--- config.mk ---
export PLATFORM = sky130hd
export DESIGN_NAME = wash_phase_timer_flat
export DESIGN_NICKNAME = d
export VERILOG_FILES = /design/src/rtl/wash_phase_timer_if.sv /design/src/rtl/wash_phase_timer.sv /design/src/flat_wrapper.sv
export SDC_FILE = /design/constraint.sdc
export NUM_CORES = 1
export LEC_CHECK = 0
export ABC_AREA = 1
export CORE_MARGIN = 1.5
export CORE_UTILIZATION = 52
export CTS_BUF_LIST = sky130_fd_sc_hd__clkbuf_4 sky130_fd_sc_hd__clkbuf_8
export DETAILED_ROUTE_END_ITERATION = 16
export PLACE_DENSITY_LB_ADDON = 0.2
export SYNTH_ARGS = -nofsm -noshare
export SYNTH_HDL_FRONTEND = slang
export SYNTH_SLANG_ARGS = --single-unit
--- constraint.sdc ---
create_clock -name clk -period 2.37 [get_ports clk]
set_input_delay 0.474 -clock clk [delete_from_list [all_inputs] [get_ports clk]]
set_output_delay 0.474 -clock clk [all_outputs]
set_load 0.02 [all_outputs]
--- src/rtl/wash_phase_timer_if.sv ---
// Wash phase timer bus: user controls and 1 Hz time base in, preset, countdown
// and status out. clk and rst stay plain ports on the timer itself.
interface wash_phase_timer_if #(
  parameter int WIDTH = 7
);
  logic             clk_1hz;
  logic             start;
  logic             pause;
  logic             upkey;
  logic             downkey;
  logic [WIDTH-1:0] settimer;
  logic [WIDTH-1:0] remaining;
  logic [1:0]       state;
  logic             running;
  logic             done;

  // Controller side (panel / testbench) drives the keys and time base.
  modport master (
    output clk_1hz, start, pause, upkey, downkey,
    input  settimer, remaining, state, running, done
  );

  // Timer side.
  modport slave (
    input  clk_1hz, start, pause, upkey, downkey,
    output settimer, remaining, state, running, done
  );
endinterface

--- src/rtl/wash_phase_timer.sv ---
// Wash phase countdown timer.
// A preset (adjustable only in IDLE) is loaded into a seconds counter on start;
// the counter decrements on each synchronised clk_1hz rising edge until DONE.
// Optional feature macro: WASH_TIMER_KEY_REPEAT_EN -- in IDLE, a key held for
// two ticks keeps stepping the preset once per further tick.
module wash_phase_timer #(
  parameter int WIDTH     = 7,
  parameter int T_DEFAULT = 50,
  parameter int T_MIN     = 1,
  parameter int T_MAX     = 99,
  parameter int STEP      = 1
) (
  input  logic                clk,
  input  logic                rst,    // asynchronous, active-low
  wash_phase_timer_if.slave   bus
);

  typedef enum logic [1:0] {
    IDLE  = 2'd0,
    RUN   = 2'd1,
    PAUSE = 2'd2,
    DONE  = 2'd3
  } state_e;

  localparam logic [WIDTH-1:0] DEF_W  = WIDTH'(T_DEFAULT);
  localparam logic [WIDTH-1:0] MIN_W  = WIDTH'(T_MIN);
  localparam logic [WIDTH-1:0] MAX_W  = WIDTH'(T_MAX);
  localparam logic [WIDTH-1:0] STEP_W = WIDTH'(STEP);
  localparam logic [WIDTH-1:0] ONE_W  = WIDTH'(1);

  // Input conditioning state.
  logic       hz_s1_q, hz_s2_q, hz_prev_q;
  logic       start_prev_q, pause_prev_q, up_prev_q, down_prev_q;
  logic [1:0] warm_q;   // clocks since reset release, saturating at 3

  // Core state.
  state_e           state_q, state_d;
  logic [WIDTH-1:0] preset_q, preset_d;
  logic [WIDTH-1:0] remaining_q, remaining_d;
  logic             running_q, done_q;

  logic tick, start_ev, pause_ev, up_ev, down_ev;
  logic up_rep, down_rep, up_adj, down_adj;

  // The edge detectors come out of reset at 0. Events are held off until the
  // registered copies have sampled real input levels, so a key or clk_1hz held
  // high through reset release is not mistaken for a rising edge.
  assign tick     = hz_s2_q & ~hz_prev_q & (warm_q == 2'd3);
  assign start_ev = bus.start   & ~start_prev_q & (warm_q != 2'd0);
  assign pause_ev = bus.pause   & ~pause_prev_q & (warm_q != 2'd0);
  assign up_ev    = bus.upkey   & ~up_prev_q    & (warm_q != 2'd0);
  assign down_ev  = bus.downkey & ~down_prev_q  & (warm_q != 2'd0);

  // Synchronise clk_1hz and register key levels for edge detection.
  always_ff @(posedge clk or negedge rst) begin
    if (!rst) begin
      hz_s1_q      <= 1'b0;
      hz_s2_q      <= 1'b0;
      hz_prev_q    <= 1'b0;
      start_prev_q <= 1'b0;
      pause_prev_q <= 1'b0;
      up_prev_q    <= 1'b0;
      down_prev_q  <= 1'b0;
      warm_q       <= 2'd0;
    end else begin
      // NOTE: non-blocking assignments make every flop sample the pre-edge
      // value, which is what turns these three lines into a real shift chain.
      hz_s1_q      <= bus.clk_1hz;
      hz_s2_q      <= hz_s1_q;
      hz_prev_q    <= hz_s2_q;
      start_prev_q <= bus.start;
      pause_prev_q <= bus.pause;
      up_prev_q    <= bus.upkey;
      down_prev_q  <= bus.downkey;
      if (warm_q != 2'd3) warm_q <= warm_q + 2'd1;
    end
  end

`ifdef WASH_TIMER_KEY_REPEAT_EN
  logic [1:0] up_hold_q, down_hold_q;
  logic       up_held, down_held;

  // A key counts as held only while the other key is released.
  assign up_held   = bus.upkey   & up_prev_q   & ~bus.downkey;
  assign down_held = bus.downkey & down_prev_q & ~bus.upkey;
  assign up_rep    = up_held   & tick & (up_hold_q   == 2'd2) & (state_q == IDLE);
  assign down_rep  = down_held & tick & (down_hold_q == 2'd2) & (state_q == IDLE);

  // Count ticks a key has been held in IDLE; repeats start after the second.
  always_ff @(posedge clk or negedge rst) begin
    if (!rst) begin
      up_hold_q   <= 2'd0;
      down_hold_q <= 2'd0;
    end else begin
      if (!up_held || state_q != IDLE)        up_hold_q   <= 2'd0;
      else if (tick && up_hold_q != 2'd2)     up_hold_q   <= up_hold_q + 2'd1;
      if (!down_held || state_q != IDLE)      down_hold_q <= 2'd0;
      else if (tick && down_hold_q != 2'd2)   down_hold_q <= down_hold_q + 2'd1;
    end
  end
`else
  assign up_rep   = 1'b0;
  assign down_rep = 1'b0;
`endif

  assign up_adj   = up_ev   | up_rep;
  assign down_adj = down_ev | down_rep;

  // Register state, preset, countdown and the decoded status outputs.
  always_ff @(posedge clk or negedge rst) begin
    if (!rst) begin
      state_q     <= IDLE;
      preset_q    <= DEF_W;
      remaining_q <= '0;
      running_q   <= 1'b0;
      done_q      <= 1'b0;
    end else begin
      state_q     <= state_d;
      preset_q    <= preset_d;
      remaining_q <= remaining_d;
      running_q   <= (state_d == RUN);
      done_q      <= (state_d == DONE);
    end
  end

  // Next-state, preset adjustment and countdown.
  always_comb begin
    // NOTE: every output of this block gets a default first, so no path
    // through the case can leave one unassigned and infer a latch.
    state_d     = state_q;
    preset_d    = preset_q;
    remaining_d = remaining_q;
    unique case (state_q)
      IDLE: begin
        if (up_adj && !down_adj) begin
          preset_d = (int'(preset_q) > T_MAX - STEP) ? MAX_W : preset_q + STEP_W;
        end else if (down_adj && !up_adj) begin
          preset_d = (int'(preset_q) < T_MIN + STEP) ? MIN_W : preset_q - STEP_W;
        end
        if (start_ev) begin
          remaining_d = preset_q;
          state_d     = RUN;
        end
      end
      RUN: begin
        // The tick decrement applies before pause; reaching 0 beats pause.
        if (tick) begin
          if (remaining_q <= ONE_W) begin
            remaining_d = '0;
            state_d     = DONE;
          end else begin
            remaining_d = remaining_q - ONE_W;
          end
        end
        if (state_d == RUN && pause_ev) state_d = PAUSE;
      end
      PAUSE: begin
        if (start_ev) state_d = RUN;
      end
      DONE: begin
        remaining_d = '0;
        if (start_ev) state_d = IDLE;
      end
      default: state_d = IDLE;
    endcase
  end

  assign bus.settimer  = preset_q;
  assign bus.remaining = remaining_q;
  assign bus.state     = state_q;
  assign bus.running   = running_q;
  assign bus.done      = done_q;

endmodule

--- src/flat_wrapper.sv ---
// flat-port wrapper written by rule: the top's interface ports become plain ports
module wash_phase_timer_flat 
#(
  parameter int WIDTH     = 7,
  parameter int T_DEFAULT = 50,
  parameter int T_MIN     = 1,
  parameter int T_MAX     = 99,
  parameter int STEP      = 1
)
  (clk, rst, bus_clk_1hz, bus_start, bus_pause, bus_upkey, bus_downkey, bus_settimer, bus_remaining, bus_state, bus_running, bus_done);
  wash_phase_timer_if #(.WIDTH(WIDTH)) bus_i ();
  input  logic clk;
  input  logic rst;
  input wire logic [$bits(bus_i.clk_1hz)-1:0] bus_clk_1hz;
  input wire logic [$bits(bus_i.start)-1:0] bus_start;
  input wire logic [$bits(bus_i.pause)-1:0] bus_pause;
  input wire logic [$bits(bus_i.upkey)-1:0] bus_upkey;
  input wire logic [$bits(bus_i.downkey)-1:0] bus_downkey;
  output wire logic [$bits(bus_i.settimer)-1:0] bus_settimer;
  output wire logic [$bits(bus_i.remaining)-1:0] bus_remaining;
  output wire logic [$bits(bus_i.state)-1:0] bus_state;
  output wire logic [$bits(bus_i.running)-1:0] bus_running;
  output wire logic [$bits(bus_i.done)-1:0] bus_done;
  assign bus_i.clk_1hz = bus_clk_1hz;
  assign bus_i.start = bus_start;
  assign bus_i.pause = bus_pause;
  assign bus_i.upkey = bus_upkey;
  assign bus_i.downkey = bus_downkey;
  assign bus_settimer = bus_i.settimer;
  assign bus_remaining = bus_i.remaining;
  assign bus_state = bus_i.state;
  assign bus_running = bus_i.running;
  assign bus_done = bus_i.done;
  wash_phase_timer #(.WIDTH(WIDTH), .T_DEFAULT(T_DEFAULT), .T_MIN(T_MIN), .T_MAX(T_MAX), .STEP(STEP)) u_core (.clk(clk), .rst(rst), .bus(bus_i));
endmodule
==> qor.txt, run 1 <==
final period utilization -> 91.2%
Worst Hold Class -> register to register
Seq/Total Area, Yosys -> 38.6%
Syn Nets -> 249
Synth Register Bits -> 27
final core occ -> 66.5%
WP buf/inv -> 1
Final setup viols -> 0
Crit path max-delay family -> buffers and inverters
critical-path cell list -> clkdlybuf4s50_1
Slew @ Worst Pin -> 0.464 ns
Synth cell types -> 28
worst clock skew -> 0.00224 ns
most frequent cells in the layout -> nor2_1 (49), nand2_1 (43), inv_1 (30)
TNS Setup -> 0 ns
Hold Path Origin -> u_core.hz_s1_q$_DFF_PN0_
CTS Root Cell -> clkbuf_4
VDD IR max -> 512 uV
Slew Limit Fails -> 0
# Post-CTS Setup Buffers -> 0
post-DR wirelength/cell -> 11.3 um
Worst Setup SP -> u_core.bus.state[0]$_DFF_PN0_
area of the multi-input gates -> 917 sq um
CP max-delay cell -> clkdlybuf4s50_1
Crit Path Max Fanout -> 13
drt drc -> 0
number of max-cap violations -> 0
Initial Util -> 56.3%
core area -> 3130 sq um
commonest non-fill, non-tap cell in the layout -> nor2_1
total CTS buffers -> 3
Nets -> 278
total area of sequential cells -> 679 sq um
FILL cells -> 271
Port Buffers -> 24
Synth Instances -> 235
first-pass GRT wire length -> 5930 um
synth warn -> 0
initial DRC count -> 104
via/cell ratio -> 5.09
Max Freq -> 0.463 GHz
number of hold violations in the final report -> 0
TritonCTS clock tree -> done
clock-pin slew on the worst setup and hold paths -> 0.15 ns
CTS sink count -> 27
Die Area -> 3740 sq um
DRT Wirelength -> 3470 um
vias in the first global route -> 1400
post-cts hold buffer count -> 0
post-route ant nets -> 0
slowest stage delay, CP -> 0.70 ns
Static Leak -> 1.01 nW
initial antenna violation count -> 0
gr usage total -> 21.1%
Clock Path Buffers -> 2
Placer Congestion -> 0.893
Final Critical Period -> 2.16 ns
Post-Syn Area -> 1760 sq um
CTS H-tree lvls -> 1
Remaining Overflow, GRT -> 0
Clk Latency, worst-skew pair -> 0.33 ns
P&R area growth vs syn -> 18.1%
P per Cell Area -> 1170 nW/um^2
FP Rows -> 20
io pins -> 25
Crit. End Element -> output port
CP required -> 1.90 ns
Rel. slew slack -> 69.0%
status -> finished clean
total power -> 0.00244 W
worst r2r src -> u_core.warm_q[0]$_DFFE_PN0P_
die width -> 61.2 um
CP Launch Type -> register
TritonRoute pass-1 iters -> 4
Syn Area/Cell -> 7.49 sq um
RSZ-0062 raised after global routing -> false
Critical Path AT -> 1.69 ns
diode count -> 0
largest net degree at the start of global routing -> 28
Die Ht -> 61.2 um
DP Wirelength -> 2720 um
via count -> 1563
Resize count post-CTS -> 0
layout cells sized above 1 -> 12.9%
crit path kind -> register to output port
per-layer routing:
metal	up-vias	global-route usage [%]	share of wire [%]
li1	800	-	-
met1	722	29.8	48
met2	39	34.2	47
met3	2	4.41	5.2
met4	0	3.42	0.37
met5	-	0	0
cells in the mapped netlist (all sizes together):
library cell / instances / area, sq um
nand3b: 2 / 15.0
o21bai: 2 / 15.0
nor2: 56 / 258
a21oi: 12 / 67.6
xor2: 3 / 26.3
dfstp: 3 / 78.8
o22ai: 1 / 6.26
nand3: 20 / 105
dfrtp: 24 / 601
nand2: 48 / 193
nor3: 3 / 42.5
xnor2: 2 / 17.5
buf: 3 / 30.0
ha: 7 / 87.6
nand4: 6 / 37.5
nor3b: 1 / 7.51
o21ai: 7 / 38.8
inv: 35 / 134
kinds of logic (layout without fill, tap and decap cells):
kind of cell | count (synthesis) | in the layout | share of synthesized area, %
compound gates | 22 | 22 | 7.25
xor+xnor | 5 | 5 | 2.49
fa+ha+maj | 7 | 7 | 4.97
buf+inv | 38 | 66 | 9.31
flops | 27 | 27 | 38.6
simple gates | 136 | 136 | 37.4
state kept, by name, summed over array words and instances, names as in the netlist:
register,flops
u_core.hz_prev_q,1
u_core.bus.settimer,7
u_core.bus.state,2
u_core.bus.running,1
u_core.hz_s2_q,1
u_core.pause_prev_q,1
u_core.up_prev_q,1
u_core.bus.remaining,7
u_core.bus.done,1
u_core.warm_q,2
u_core.down_prev_q,1
u_core.start_prev_q,1
u_core.hz_s1_q,1
through the flow:
| step | cell area, sq um | std cells | hold slack [ns] | worst slack (ns) |
|---|---|---|---|---|
| detailed placement | 2050 | 303 | 0.341 | 0.157 |
| CTS | 2080 | 307 | 0.376 | 0.174 |
| floorplan | 1760 | 235 | 0.178 | 0.615 |
| global route | 2080 | 307 | 0.378 | 0.0950 |
| finish | 2080 | 307 | 0.371 | 0.208 |
| global placement | 2050 | 303 | 0.335 | 0.209 |
worst paths after layout:
kind                                                 endpoint  slack, ns  depth (start not counted)
setup / recovery                                 bus_state[0]       0.21                          1
hold / removal                       u_core.hz_s2_q$_DFF_PN0_       0.37                          0
setup reg to reg           u_core.bus.settimer[4]$_DFFE_PN1P_       0.37                         11
hold reg to reg                      u_core.hz_s2_q$_DFF_PN0_       0.37                          0
max in group asynchronous  u_core.bus.settimer[5]$_DFFE_PN1P_       1.58                          2
min in group asynchronous  u_core.bus.settimer[2]$_DFFE_PN0P_       0.49                          2
final cells by class:
type | count | share of cell area, %
Clock buffer | 3 | 1.08
Multi-Input combinational cell | 170 | 44.1
Clock inverter | 1 | 0.421
Timing Repair Buffer | 27 | 12.6
Inverter | 35 | 6.44
Sequential cell | 27 | 32.7
Tap cell | 44 | 2.65
where the power goes:
group / total (W) / leakage, nW / switching, W / internal, W
combinational: 0.00135 / 0.682 / 0.000789 / 0.000561
sequential: 0.000878 / 0.306 / 0.000258 / 0.000621
clock: 0.000208 / 0.0183 / 0.000139 / 0.0000689
total: 0.00244 / 1.01 / 0.00119 / 0.00125
No activity file was read; power rests on OpenSTA's default activity.
==> run 2: changes to the inputs <==
CTS_BUF_LIST = sky130_fd_sc_hd__clkbuf_8   (was sky130_fd_sc_hd__clkbuf_4 sky130_fd_sc_hd__clkbuf_8)
==> qor.txt, run 2 (synthesis results as in run 1) <==
status -> finished clean
slowest stage delay, CP -> 0.70 ns
Crit path max-delay family -> buffers and inverters
WP buf/inv -> 1
CP max-delay cell -> clkdlybuf4s50_1
area of the multi-input gates -> 917 sq um
largest net degree at the start of global routing -> 28
VDD IR max -> 545 uV
Die Area -> 3740 sq um
vias in the first global route -> 1401
P&R area growth vs syn -> 19.2%
final core occ -> 67.1%
total CTS buffers -> 3
FF-to-FF path depth -> 9
clock-pin slew on the worst setup and hold paths -> 0.09 ns
commonest non-fill, non-tap cell in the layout -> nor2_1
Slew @ Worst Pin -> 0.470 ns
Remaining Overflow, GRT -> 0
P per Cell Area -> 1190 nW/um^2
Slew Limit Fails -> 0
Nets -> 278
worst clock skew -> 0.00373 ns
RSZ-0062 raised after global routing -> false
Placer Congestion -> 0.893
RR Endpoint -> u_core.bus.settimer[6]$_DFFE_PN0P_
TritonRoute pass-1 iters -> 4
Die Ht -> 61.2 um
layout cells sized above 1 -> 12.9%
hold path cells -> 0
Final Critical Period -> 2.10 ns
Static Leak -> 1.01 nW
CTS H-tree lvls -> 1
post-DR wirelength/cell -> 11.5 um
DP Wirelength -> 2720 um
first-pass GRT wire length -> 6000 um
Inst Count DP -> 303
most frequent cells in the layout -> nor2_1 (49), nand2_1 (43), inv_1 (30)
number of max-cap violations -> 0
CP Launch Type -> register
Resize count post-CTS -> 0
Hold Path Origin -> u_core.hz_s1_q$_DFF_PN0_
via/cell ratio -> 5.06
FP Rows -> 20
Worst Hold Class -> register to register
Initial Util -> 56.3%
CTS sink count -> 27
# Post-CTS Setup Buffers -> 0
drt drc -> 0
placed instance area -> 2050 sq um
via count -> 1553
io pins -> 25
worst r2r src -> u_core.warm_q[0]$_DFFE_PN0P_
Clock Path Buffers -> 2
total area of sequential cells -> 679 sq um
post-route cell area -> 2100 sq um
Crit. End Element -> output port
Final setup viols -> 0
final period utilization -> 88.4%
Critical Path AT -> 1.62 ns
Port Buffers -> 24
Max Freq -> 0.477 GHz
r2r setup slk -> 0.37 ns
die width -> 61.2 um
initial DRC count -> 122
fin cells -> 307
number of hold violations in the final report -> 0
DRT Wirelength -> 3540 um
crit path kind -> register to output port
post-cts hold buffer count -> 0
Hold EP -> u_core.hz_s2_q$_DFF_PN0_
Clk Latency, worst-skew pair -> 0.28 ns
TritonCTS clock tree -> done
post-route ant nets -> 0
gr usage total -> 21.5%
FILL cells -> 268
core area -> 3130 sq um
initial antenna violation count -> 0
critical-path cell list -> clkdlybuf4s50_1
CP required -> 1.90 ns
CTS Root Cell -> clkbuf_8
diode count -> 0
TNS Setup -> 0 ns
Crit Path Max Fanout -> 13
Rel. slew slack -> 68.7%
[run 2: cell types whose count changed in the layout (fill, tap and decap cells not counted)]
cell	before	now
clkbuf_8	0	3
clkbuf_4	3	0
[run 2: through the flow]
step	hold slack, ns	power (W)	setup WS [ns]
final	0.359	0.00250	0.274
after global routing	0.366	0.00271	0.173
after CTS	0.363	0.00251	0.252
after detailed placement	0.341	0.00223	0.157
after global placement	0.335	0.00221	0.209
after floorplan	0.178	0.00176	0.615
[run 2: report_power, final]
group	internal, W	leakage, nW	switching, W	total [W]
logic	0.000561	0.682	0.000792	0.00135
registers	0.000622	0.306	0.000258	0.000880
clock network	0.000123	0.0261	0.000148	0.000272
total	0.00131	1.01	0.00120	0.00250
[run 2: layout make-up]
type                    count  area share [%]
well taps                  44            2.62
clock buffers               3            1.97
flip-flops and latches     27            32.4
inverters                  35            6.38
repair buffers             27            12.5
clock inverters             1           0.417
multi-input cells         170            43.7
[run 2: how the worst max path moves through the flow]
stage	startpoint	endpoint	slack, ns	cells past startpoint
after floorplan	u_core.warm_q[0]$_DFFE_PN0P_	u_core.bus.settimer[6]$_DFFE_PN0P_	0.62	11
after global placement	bus_upkey	u_core.bus.settimer[4]$_DFFE_PN1P_	0.21	10
after detailed placement	bus_upkey	u_core.bus.settimer[6]$_DFFE_PN0P_	0.16	8
after CTS	u_core.bus.state[0]$_DFF_PN0_	bus_state[0]	0.25	1
after global routing	u_core.warm_q[0]$_DFFE_PN0P_	u_core.bus.settimer[4]$_DFFE_PN1P_	0.17	11
final	u_core.bus.state[0]$_DFF_PN0_	bus_state[0]	0.27	1
[run 2: per-layer routing]
| metal | routed length, um | vias to the layer above | global-route usage (%) |
|---|---|---|---|
| li1 | - | 798 | - |
| met1 | 1690 | 714 | 29.8 |
| met2 | 1670 | 37 | 35.1 |
| met3 | 162 | 4 | 4.41 |
| met4 | 21 | 0 | 4.35 |
| met5 | 0 | - | 0 |
==> run 3: changes to the inputs <==
SETUP_SLACK_MARGIN = 0.3   (was not set)
==> qor.txt, run 3 (synthesis results as in run 1) <==
CP max-delay cell -> dfstp_2
fin cells -> 310
most frequent cells in the layout -> nor2_1 (49), nand2_1 (43), inv_1 (30)
Final Critical Period -> 2.03 ns
RSZ-0062 raised after global routing -> false
Static Leak -> 1.03 nW
Clk Latency, worst-skew pair -> 0.28 ns
dpl ws -> 0.157 ns
post-route ant nets -> 0
largest net degree at the start of global routing -> 28
gr usage total -> 21.5%
Max Freq -> 0.492 GHz
WP depth -> 1
CTS sink count -> 27
Nets -> 281
Remaining Overflow, GRT -> 0
vias in the first global route -> 1401
Slew @ Worst Pin -> 0.367 ns
Port Buffers -> 24
slowest stage delay, CP -> 0.65 ns
diode count -> 0
Crit path max-delay family -> flip-flops
post-cts hold buffer count -> 0
number of hold violations in the final report -> 0
CP Launch Type -> register
Clock Path Buffers -> 2
Worst Hold Class -> register to register
commonest non-fill, non-tap cell in the layout -> nor2_1
FF-to-FF path depth -> 9
post-DR wirelength/cell -> 11.6 um
initial DRC count -> 126
Die Ht -> 61.2 um
FP Rows -> 20
DRT Wirelength -> 3610 um
crit path kind -> register to output port
post-route cell area -> 2130 sq um
number of max-cap violations -> 0
clock-pin slew on the worst setup and hold paths -> 0.09 ns
post-route worst setup slack -> 0.337 ns
placed instance area -> 2050 sq um
WP buf/inv -> 1
critical-path cell list -> clkdlybuf4s50_1
worst clock skew -> 0.00334 ns
core area -> 3130 sq um
total area of sequential cells -> 681 sq um
final period utilization -> 85.8%
first-pass GRT wire length -> 6000 um
Critical Path AT -> 1.56 ns
FILL cells -> 265
Initial Util -> 56.3%
via/cell ratio -> 5.09
VDD IR max -> 547 uV
Inst Count DP -> 303
hold path cells -> 0
CP required -> 1.90 ns
total CTS buffers -> 3
final hold slack -> 0.360 ns
Final setup viols -> 0
P&R area growth vs syn -> 21.0%
CTS Root Cell -> clkbuf_8
Crit Path Max Fanout -> 8
Die Area -> 3740 sq um
drt drc -> 0
via count -> 1578
TritonRoute pass-1 iters -> 4
initial antenna violation count -> 0
CTS H-tree lvls -> 1
Slew Limit Fails -> 0
area of the multi-input gates -> 925 sq um
DP Wirelength -> 2720 um
P per Cell Area -> 1180 nW/um^2
Crit. End Element -> output port
layout cells sized above 1 -> 15.0%
TritonCTS clock tree -> done
Placer Congestion -> 0.893
Rel. slew slack -> 75.6%
die width -> 61.2 um
io pins -> 25
status -> finished clean
TNS Setup -> 0 ns
==> run 3: changes by cell type in the layout (fill, tap and decap cells not counted) <==
cell and delta:
ha_2 +1, dfrtp_1 -1, buf_4 +3, nor3b_1 -1, ha_1 -1, dfrtp_2 +1
nor3b_2 +1
==> run 3: final cells by class <==
type / count / area share (%)
multi-input cells: 170 / 43.4
flip-flops and latches: 27 / 32.0
repair buffers: 30 / 13.4
inverters: 35 / 6.29
well taps: 44 / 2.59
clock buffers: 3 / 1.94
clock inverters: 1 / 0.411
==> run 3: repair_timing <==
item,4_1_cts,5_1_grt
pin swaps,0,1
setup endpoints to repair,1,5
resized for setup,1,2
gates cloned,0,0
buffers inserted,0,3
==> run 3: path summary, 6_finish.rpt <==
path / start / to / slack (ns)
max in group asynchronous: rst / u_core.bus.settimer[5]$_DFFE_PN1P_ / 1.51
max: u_core.bus.settimer[1]$_DFFE_PN1P_ / bus_settimer[1] / 0.34
max reg2reg: u_core.warm_q[0]$_DFFE_PN0P_ / u_core.bus.settimer[6]$_DFFE_PN0P_ / 0.42
min reg2reg: u_core.hz_s1_q$_DFF_PN0_ / u_core.hz_s2_q$_DFF_PN0_ / 0.36
min: u_core.hz_s1_q$_DFF_PN0_ / u_core.hz_s2_q$_DFF_PN0_ / 0.36
min in group asynchronous: rst / u_core.bus.settimer[2]$_DFFE_PN0P_ / 0.56
==> run 3: where the power goes <==
part	leakage (nW)	internal [W]	switching, W	total (W)
logic	0.697	0.000568	0.000795	0.00136
clock network	0.0261	0.000124	0.000149	0.000272
registers	0.305	0.000623	0.000259	0.000882
==> run 3: layer usage <==
metal / global-route usage [%] / vias up / routed length, um
met3: 4.41 / 4 / 190
met5: 0 / - / 0
li1: - / 805 / -
met4: 4.35 / 0 / 21
met1: 29.8 / 722 / 1660
met2: 35.1 / 47 / 1740
==> run 3: stage by stage <==
step                util, %  total power [W]
floorplan                 -          0.00176
global placement       65.5          0.00221
detailed placement     65.5          0.00223
CTS                    67.1          0.00251
global route           68.1          0.00272
finish                 68.1          0.00252
